--- src/rtl/mem_arb_pkg.sv ---
// Shared types and constants for the memory request arbiter slice.
package mem_arb_pkg;

    localparam logic REQ_ID_INST = 1'b0;
    localparam logic REQ_ID_DATA = 1'b1;

    localparam logic [1:0] SIZE_B = 2'd0;
    localparam logic [1:0] SIZE_H = 2'd1;
    localparam logic [1:0] SIZE_W = 2'd2;

    typedef struct packed {
        logic id;
        logic discard;
    } req_entry_t;

    typedef enum logic [1:0] {
        LOCK_NONE = 2'd0,
        LOCK_INST = 2'd1,
        LOCK_DATA = 2'd2
    } lock_state_e;

endpackage

--- src/rtl/req_id_fifo.sv ---
// In-order owner tracking FIFO: push/pop, full/empty/count, and a flush-mark-all
// port that sets the discard bit of every valid entry.
module req_id_fifo
    import mem_arb_pkg::*;
#(
    parameter int unsigned DEPTH = 2,
    localparam int unsigned PTR_W = $clog2(DEPTH),
    localparam int unsigned CNT_W = PTR_W + 1
) (
    input  logic             clk,
    input  logic             resetn,
    input  logic             push_i,
    input  req_entry_t       push_entry_i,
    input  logic             pop_i,
    input  logic             mark_all_i,
    output req_entry_t       head_o,
    output logic             full_o,
    output logic             empty_o,
    output logic [CNT_W-1:0] count_o
);

    logic [PTR_W-1:0] wr_ptr_q, wr_ptr_d;
    logic [PTR_W-1:0] rd_ptr_q, rd_ptr_d;
    logic [CNT_W-1:0] count_q, count_d;
    req_entry_t       mem_q [DEPTH];
    req_entry_t       mem_d [DEPTH];
    logic             push_ok, pop_ok;
    logic [PTR_W-1:0] offset;

    assign full_o  = (count_q == CNT_W'(DEPTH));
    assign empty_o = (count_q == '0);
    assign count_o = count_q;
    assign head_o  = mem_q[rd_ptr_q];

    // A full FIFO refuses a push even when a pop frees a slot in the same cycle.
    assign push_ok = push_i & ~full_o;
    assign pop_ok  = pop_i & ~empty_o;

    always_comb begin
        mem_d    = mem_q;
        wr_ptr_d = wr_ptr_q;
        rd_ptr_d = rd_ptr_q;
        count_d  = count_q;
        offset   = '0;
        if (mark_all_i) begin
            for (int unsigned i = 0; i < DEPTH; i++) begin
                offset = PTR_W'(i) - rd_ptr_q;
                if (CNT_W'(offset) < count_q) begin
                    mem_d[i].discard = 1'b1;
                end
            end
        end
        if (push_ok) begin
            mem_d[wr_ptr_q] = push_entry_i;
            wr_ptr_d        = wr_ptr_q + 1'b1;
        end
        if (pop_ok) begin
            rd_ptr_d = rd_ptr_q + 1'b1;
        end
        case ({push_ok, pop_ok})
            2'b10:   count_d = count_q + 1'b1;
            2'b01:   count_d = count_q - 1'b1;
            default: count_d = count_q;
        endcase
    end

    always_ff @(posedge clk) begin
        if (!resetn) begin
            wr_ptr_q <= '0;
            rd_ptr_q <= '0;
            count_q  <= '0;
            mem_q    <= '{default: '0};
        end else begin
            wr_ptr_q <= wr_ptr_d;
            rd_ptr_q <= rd_ptr_d;
            count_q  <= count_d;
            mem_q    <= mem_d;
        end
    end

endmodule

--- src/rtl/mem_req_arbiter.sv ---
// Arbitrates inst/data ports onto one SRAM-like bus and routes in-order responses.
// Optional MEM_ARB_FLUSH_DISCARD_EN drops responses orphaned by a flush.
module mem_req_arbiter
    import mem_arb_pkg::*;
#(
    parameter int unsigned MAX_OUTSTANDING = 2,
    parameter int unsigned ADDR_W          = 32
) (
    input  logic                               clk,
    input  logic                               resetn,
    input  logic                               inst_req,
    input  logic [ADDR_W-1:0]                  inst_addr,
    input  logic [1:0]                         inst_size,
    output logic                               inst_addr_ok,
    output logic                               inst_data_ok,
    output logic [31:0]                        inst_rdata,
    input  logic                               data_req,
    input  logic                               data_wr,
    input  logic [1:0]                         data_size,
    input  logic [3:0]                         data_wstrb,
    input  logic [ADDR_W-1:0]                  data_addr,
    input  logic [31:0]                        data_wdata,
    output logic                               data_addr_ok,
    output logic                               data_data_ok,
    output logic [31:0]                        data_rdata,
    input  logic                               flush,
    output logic                               bus_req,
    output logic                               bus_wr,
    output logic [1:0]                         bus_size,
    output logic [3:0]                         bus_wstrb,
    output logic [ADDR_W-1:0]                  bus_addr,
    output logic [31:0]                        bus_wdata,
    input  logic                               bus_addr_ok,
    input  logic                               bus_data_ok,
    input  logic [31:0]                        bus_rdata,
    output logic [$clog2(MAX_OUTSTANDING):0]   outstanding,
    output logic                               busy
);

    lock_state_e lock_q, lock_d;
    logic        grant_data;
    logic        granted_req;
    logic        fifo_full, fifo_empty;
    logic        mark_all;
    logic        resp_pop, resp_fwd;
    req_entry_t  head;
    req_entry_t  push_entry;

    always_ff @(posedge clk) begin
        if (!resetn) begin
            lock_q <= LOCK_NONE;
        end else begin
            lock_q <= lock_d;
        end
    end

    always_comb begin
        lock_d = lock_q;
        if (flush || (bus_req && bus_addr_ok)) begin
            lock_d = LOCK_NONE;
        end else if (bus_req) begin
            lock_d = grant_data ? LOCK_DATA : LOCK_INST;
        end else if (lock_q != LOCK_NONE && !granted_req) begin
            lock_d = LOCK_NONE;
        end
    end

    always_comb begin
        case (lock_q)
            LOCK_DATA: grant_data = 1'b1;
            LOCK_INST: grant_data = 1'b0;
            default:   grant_data = data_req;
        endcase
        granted_req = grant_data ? data_req : inst_req;
        bus_wr      = 1'b0;
        bus_size    = '0;
        bus_wstrb   = '0;
        bus_addr    = '0;
        bus_wdata   = '0;
        if (granted_req) begin
            if (grant_data) begin
                bus_wr    = data_wr;
                bus_size  = data_size;
                bus_wstrb = data_wstrb;
                bus_addr  = data_addr;
                bus_wdata = data_wdata;
            end else begin
                bus_size  = inst_size;
                bus_addr  = inst_addr;
            end
        end
        bus_req      = granted_req & ~fifo_full & ~flush;
        inst_addr_ok = bus_req & bus_addr_ok & ~grant_data;
        data_addr_ok = bus_req & bus_addr_ok & grant_data;
    end

    assign push_entry = '{id: (grant_data ? REQ_ID_DATA : REQ_ID_INST), discard: 1'b0};
    assign resp_pop   = bus_data_ok & ~fifo_empty;

`ifdef MEM_ARB_FLUSH_DISCARD_EN
    assign mark_all = flush;
    assign resp_fwd = resp_pop & ~head.discard & ~flush;
`else
    // Discard bits are never set here, so every popped response is forwarded.
    assign mark_all = 1'b0;
    assign resp_fwd = resp_pop & ~head.discard;
`endif

    req_id_fifo #(
        .DEPTH(MAX_OUTSTANDING)
    ) u_req_id_fifo (
        .clk         (clk),
        .resetn      (resetn),
        .push_i      (bus_req & bus_addr_ok),
        .push_entry_i(push_entry),
        .pop_i       (bus_data_ok),
        .mark_all_i  (mark_all),
        .head_o      (head),
        .full_o      (fifo_full),
        .empty_o     (fifo_empty),
        .count_o     (outstanding)
    );

    assign inst_data_ok = resp_fwd & (head.id == REQ_ID_INST);
    assign data_data_ok = resp_fwd & (head.id == REQ_ID_DATA);
    assign inst_rdata   = bus_rdata;
    assign data_rdata   = bus_rdata;
    assign busy         = (outstanding != '0) | (lock_q != LOCK_NONE);

endmodule

--- config.mk ---
export PLATFORM = sky130hd
export DESIGN_NAME = mem_req_arbiter
export DESIGN_NICKNAME = d
export VERILOG_FILES = /design/src/rtl/mem_arb_pkg.sv /design/src/rtl/req_id_fifo.sv /design/src/rtl/mem_req_arbiter.sv
export SDC_FILE = /design/constraint.sdc
export NUM_CORES = 1
export LEC_CHECK = 0
export CAP_MARGIN = 20
export CORE_AREA = 2 2 111 113
export CTS_CLUSTER_SIZE = 28
export DETAILED_ROUTE_END_ITERATION = 8
export DIE_AREA = 0 0 113 115
export DONT_BUFFER_PORTS = 1
export MAX_ROUTING_LAYER = met4
export PLACE_DENSITY = 0.38
export SYNTH_ARGS = -nofsm -noshare
export SYNTH_HDL_FRONTEND = slang
export SYNTH_SLANG_ARGS = --single-unit
--- constraint.sdc ---
create_clock -name clk -period 5.2 [get_ports clk]
set_input_delay 1.04 -clock clk [delete_from_list [all_inputs] [get_ports clk]]
set_output_delay 1.04 -clock clk [all_outputs]
set_load 0.05 [all_outputs]
==> flow_metrics.env <==
export IMPL_ir_worst_vdd_mv=0.0949
export IMPL_worstMarginPinSlew_ns=1.05
export IMPL_numPortBuffers=0
export IMPL_rsz0062_at_grt="no"
export IMPL_n_fill_cell=1362
export IMPL_synthTopCellsByArea="buf_4 28%, nand2_1 16%, and3_1 13%, a21oi_1 10%, dfxtp_1 9.3%"
export IMPL_outcome="finished with violations"
export IMPL_design_area_sq_mm=0.00160
export IMPL_drt_iter0_drc=73
export IMPL_numCtsBuffers=3
export IMPL_dpl_instance_area_sq_mm=0.00150
export IMPL_power_total_mw=0.574
export IMPL_overflow=0
export IMPL_n_antenna_cell=0
export IMPL_violations="design-rule violations"
export IMPL_fp_dieW_um=113
export IMPL_min_period_ns=3.93
export IMPL_clock_path_buffers=2
export IMPL_remaining_drc_errors=14
export IMPL_setup_worst_path_end="bus_addr[1]"
export IMPL_syn_area_per_cell_sq_um=6.07
export IMPL_crit_arrival_ns=2.89
export IMPL_synthFlopType="dfxtp_1"
export IMPL_drive_above_1_share_pct=12.7
export IMPL_cts_tree="yes"
export IMPL_post_cts_buffers=0
export IMPL_antenna_found_initial=0
export IMPL_clk_latency_ns=0.23
export IMPL_die_area_sq_mm=0.0130
export IMPL_grt_pass1_wl_mm=7.11
export IMPL_fmax_ghz=0.255
export IMPL_powerDensity_mw_per_mm2=360
export IMPL_p_seq_share_pct=18.1
export IMPL_seqCellArea_sq_um=160
export IMPL_vias=1600
export IMPL_gp_congestion=0.697
export IMPL_clock_root_buffer="clkbuf_16"
export IMPL_num_rows=40
export IMPL_antenna_left=0
export IMPL_synthDistinctLibCells=32
export IMPL_initial_utilization_pct=14.6
export IMPL_cts_hold_buf=0
export IMPL_leakagePower_nw=0.720
export IMPL_area_growth_pct=-7.21
export IMPL_synthesis_area_sq_mm=0.00172
export IMPL_period_share_pct=75.6
export IMPL_core_sq_mm=0.0118
export IMPL_fin_skew_ns=0.00115
export IMPL_required_ns=4.16
export IMPL_yosys_warnings=0
export IMPL_dp_cells=364
export IMPL_cts_htree_levels=1
export IMPL_setup_viol=0
export IMPL_ys_seq_elements=8
export IMPL_stdcell_count=368
export IMPL_ys_top_cells_by_count="72 x nand2_1, 64 x buf_4, 37 x and3_1, 36 x a21oi_1, 16 x clkbuf_1"
export IMPL_hold_viol=0
export IMPL_crit_path_start="lock_q[1]$_SDFFE_PP0P_"
export IMPL_worstPathMaxFanout=25
export IMPL_die_h_um=115
export IMPL_p_comb_share_pct=59.6
export IMPL_drv_slew=0
export IMPL_holdCritPathClass="register to register"
export IMPL_switching_share_pct=58.4
export IMPL_crit_chain="inv_1, ha_1, mux2i_4, buf_4, nand2_1, a21oi_1"
export IMPL_start_kind="register"
export IMPL_ys_seq_area_share_pct=9.32
export IMPL_critPathMaxStageDelay_ns=0.79
export IMPL_synth_top_area_share_pct=27.9
export IMPL_place_detailed_hpwl_mm=4.29
export IMPL_syn_num_nets=430
export IMPL_power_frac_clock_pct=22.3
export IMPL_regToRegSetupSlack_ns=2.49
export IMPL_viasPerCell=4.35
export IMPL_grt_usage_pct=7.09
export IMPL_netlist_top_cell_by_area="buf_4"
export IMPL_drt_wirelength_per_cell_um=14.9
export IMPL_fin_tns_setup_ns=0
export IMPL_synth_edf_count=0
export IMPL_cap_viol_max_count=0
export IMPL_wl_mm=5.47
export IMPL_synthesis_instances=283
export IMPL_r2r_start="lock_q[1]$_SDFFE_PP0P_"
export IMPL_netSwitchingPower_mw=0.335
export IMPL_synth_most_common_cell="nand2_1"
export IMPL_grt_pass1_vias=1399
export IMPL_p_int_mw=0.239
export IMPL_multi_input_comb_area_sq_mm=0.00101
export IMPL_clock_sinks=8
export IMPL_cpMaxStageDelayCell="a21oi_1"
export IMPL_r2r_cells=10
export IMPL_grt_max_degree=44
export IMPL_clk_pin_slew_ns=0.04
export IMPL_cts_resized=0
export IMPL_slew_headroom_pct=30.0
export IMPL_r2r_end="u_req_id_fifo.count_o[1]$_SDFFE_PN0P_"
export IMPL_first_pass_iters=8
export IMPL_cp_end_kind="primary output"
export IMPL_boundaryPins=287
export IMPL_async_flop_share_pct=0
export IMPL_path_class="register to primary output"
export IMPL_nNetsFinal=370
per-stage QoR:
| stage | util [%] | setup WS [ns] | hold WS [ns] |
|---|---|---|---|
| 2_1_floorplan | - | 1.52 | 0.450 |
| 3_3_place_gp | 12.7 | 1.38 | 0.465 |
| 3_5_place_dp | 12.7 | 1.33 | 0.471 |
| 4_1_cts | 13.3 | 1.23 | 0.478 |
| 5_1_grt | 13.5 | 1.09 | 0.513 |
| 6_report | 13.5 | 1.27 | 0.479 |
per-layer routing:
| layer | wire, um | vias to the layer above | track usage [%] |
|---|---|---|---|
| met5 | 0 | - | - |
| met4 | 123 | 0 | 2.85 |
| met3 | 606 | 20 | 1.53 |
| met2 | 2880 | 135 | 13.7 |
| met1 | 1860 | 689 | 6.87 |
| li1 | - | 756 | - |
state kept, by name, summed over array words and instances (netlist names):
name                    cells
lock_q                      2
u_req_id_fifo.count_o       2
u_req_id_fifo.mem_q         2
u_req_id_fifo.rd_ptr_q      1
u_req_id_fifo.wr_ptr_q      1
worst min-delay path by stage:
stage | cells after the start | endpoint | slack [ns] | start
finish | 2 | lock_q[0]$_SDFFE_PP0P_ | 0.48 | lock_q[0]$_SDFFE_PP0P_
global route | 2 | lock_q[0]$_SDFFE_PP0P_ | 0.51 | lock_q[0]$_SDFFE_PP0P_
CTS | 2 | lock_q[0]$_SDFFE_PP0P_ | 0.48 | lock_q[0]$_SDFFE_PP0P_
detailed placement | 2 | lock_q[0]$_SDFFE_PP0P_ | 0.47 | lock_q[0]$_SDFFE_PP0P_
global placement | 2 | lock_q[0]$_SDFFE_PP0P_ | 0.46 | lock_q[0]$_SDFFE_PP0P_
floorplan | 2 | lock_q[0]$_SDFFE_PP0P_ | 0.45 | lock_q[0]$_SDFFE_PP0P_
final cells by class:
| class | instances | share of cell area, % |
|---|---|---|
| Tap cell | 147 | 11.5 |
| Inverter | 5 | 1.18 |
| Timing Repair Buffer | 18 | 9.25 |
| Multi-Input combinational cell | 187 | 63.3 |
| Clock buffer | 3 | 4.71 |
| Sequential cell | 8 | 10.0 |
power groups by stage:
stage / Combinational, mW / Sequential, mW / Clock, mW
finish: 0.342 / 0.104 / 0.128
global route: 0.360 / 0.106 / 0.132
CTS: 0.342 / 0.105 / 0.131
detailed placement: 0.342 / 0.106 / 0
global placement: 0.340 / 0.106 / 0
floorplan: 0.433 / 0.101 / 0
layout by cell type (no fill, tap or decap), types with 2 or more instances in the layout:
master	count
clkbuf_16	3
o21ai_1	3
nor2b_1	2
inv_1	5
nor2_1	6
a21oi_1	36
nand4_1	2
or3_1	2
buf_4	17
o21ai_0	2
a31oi_1	2
dfxtp_1	8
and3_1	37
xor2_1	2
and3_2	2
nand2_1	72
ha_1	3
cells by family (layout without fill, tap and decap cells):
| logic type | Yosys count | after routing | synth area share (%) |
|---|---|---|---|
| multiplexers | 3 | 3 | 1.82 |
| adder cells (fa/ha/maj) | 3 | 3 | 2.18 |
| flip-flops | 8 | 8 | 9.32 |
| buffers and inverters | 88 | 26 | 33.4 |
| AO/OA/AOI/OAI | 48 | 48 | 15.5 |
| XOR/XNOR | 3 | 3 | 1.53 |
| AND/OR/NAND/NOR | 130 | 130 | 36.2 |
worst max-delay path: cells and delay by family, from the launching register on:
family | cells | cell delay (ns)
adder cells (fa/ha/maj) | 1 | 0.38
buffers and inverters | 2 | 0.38
flip-flops | 1 | 0.36
multiplexers | 1 | 0.67
AO/OA/AOI/OAI | 1 | 0.79
AND/OR/NAND/NOR | 1 | 0.07
Power figures use the tool's default switching activity.
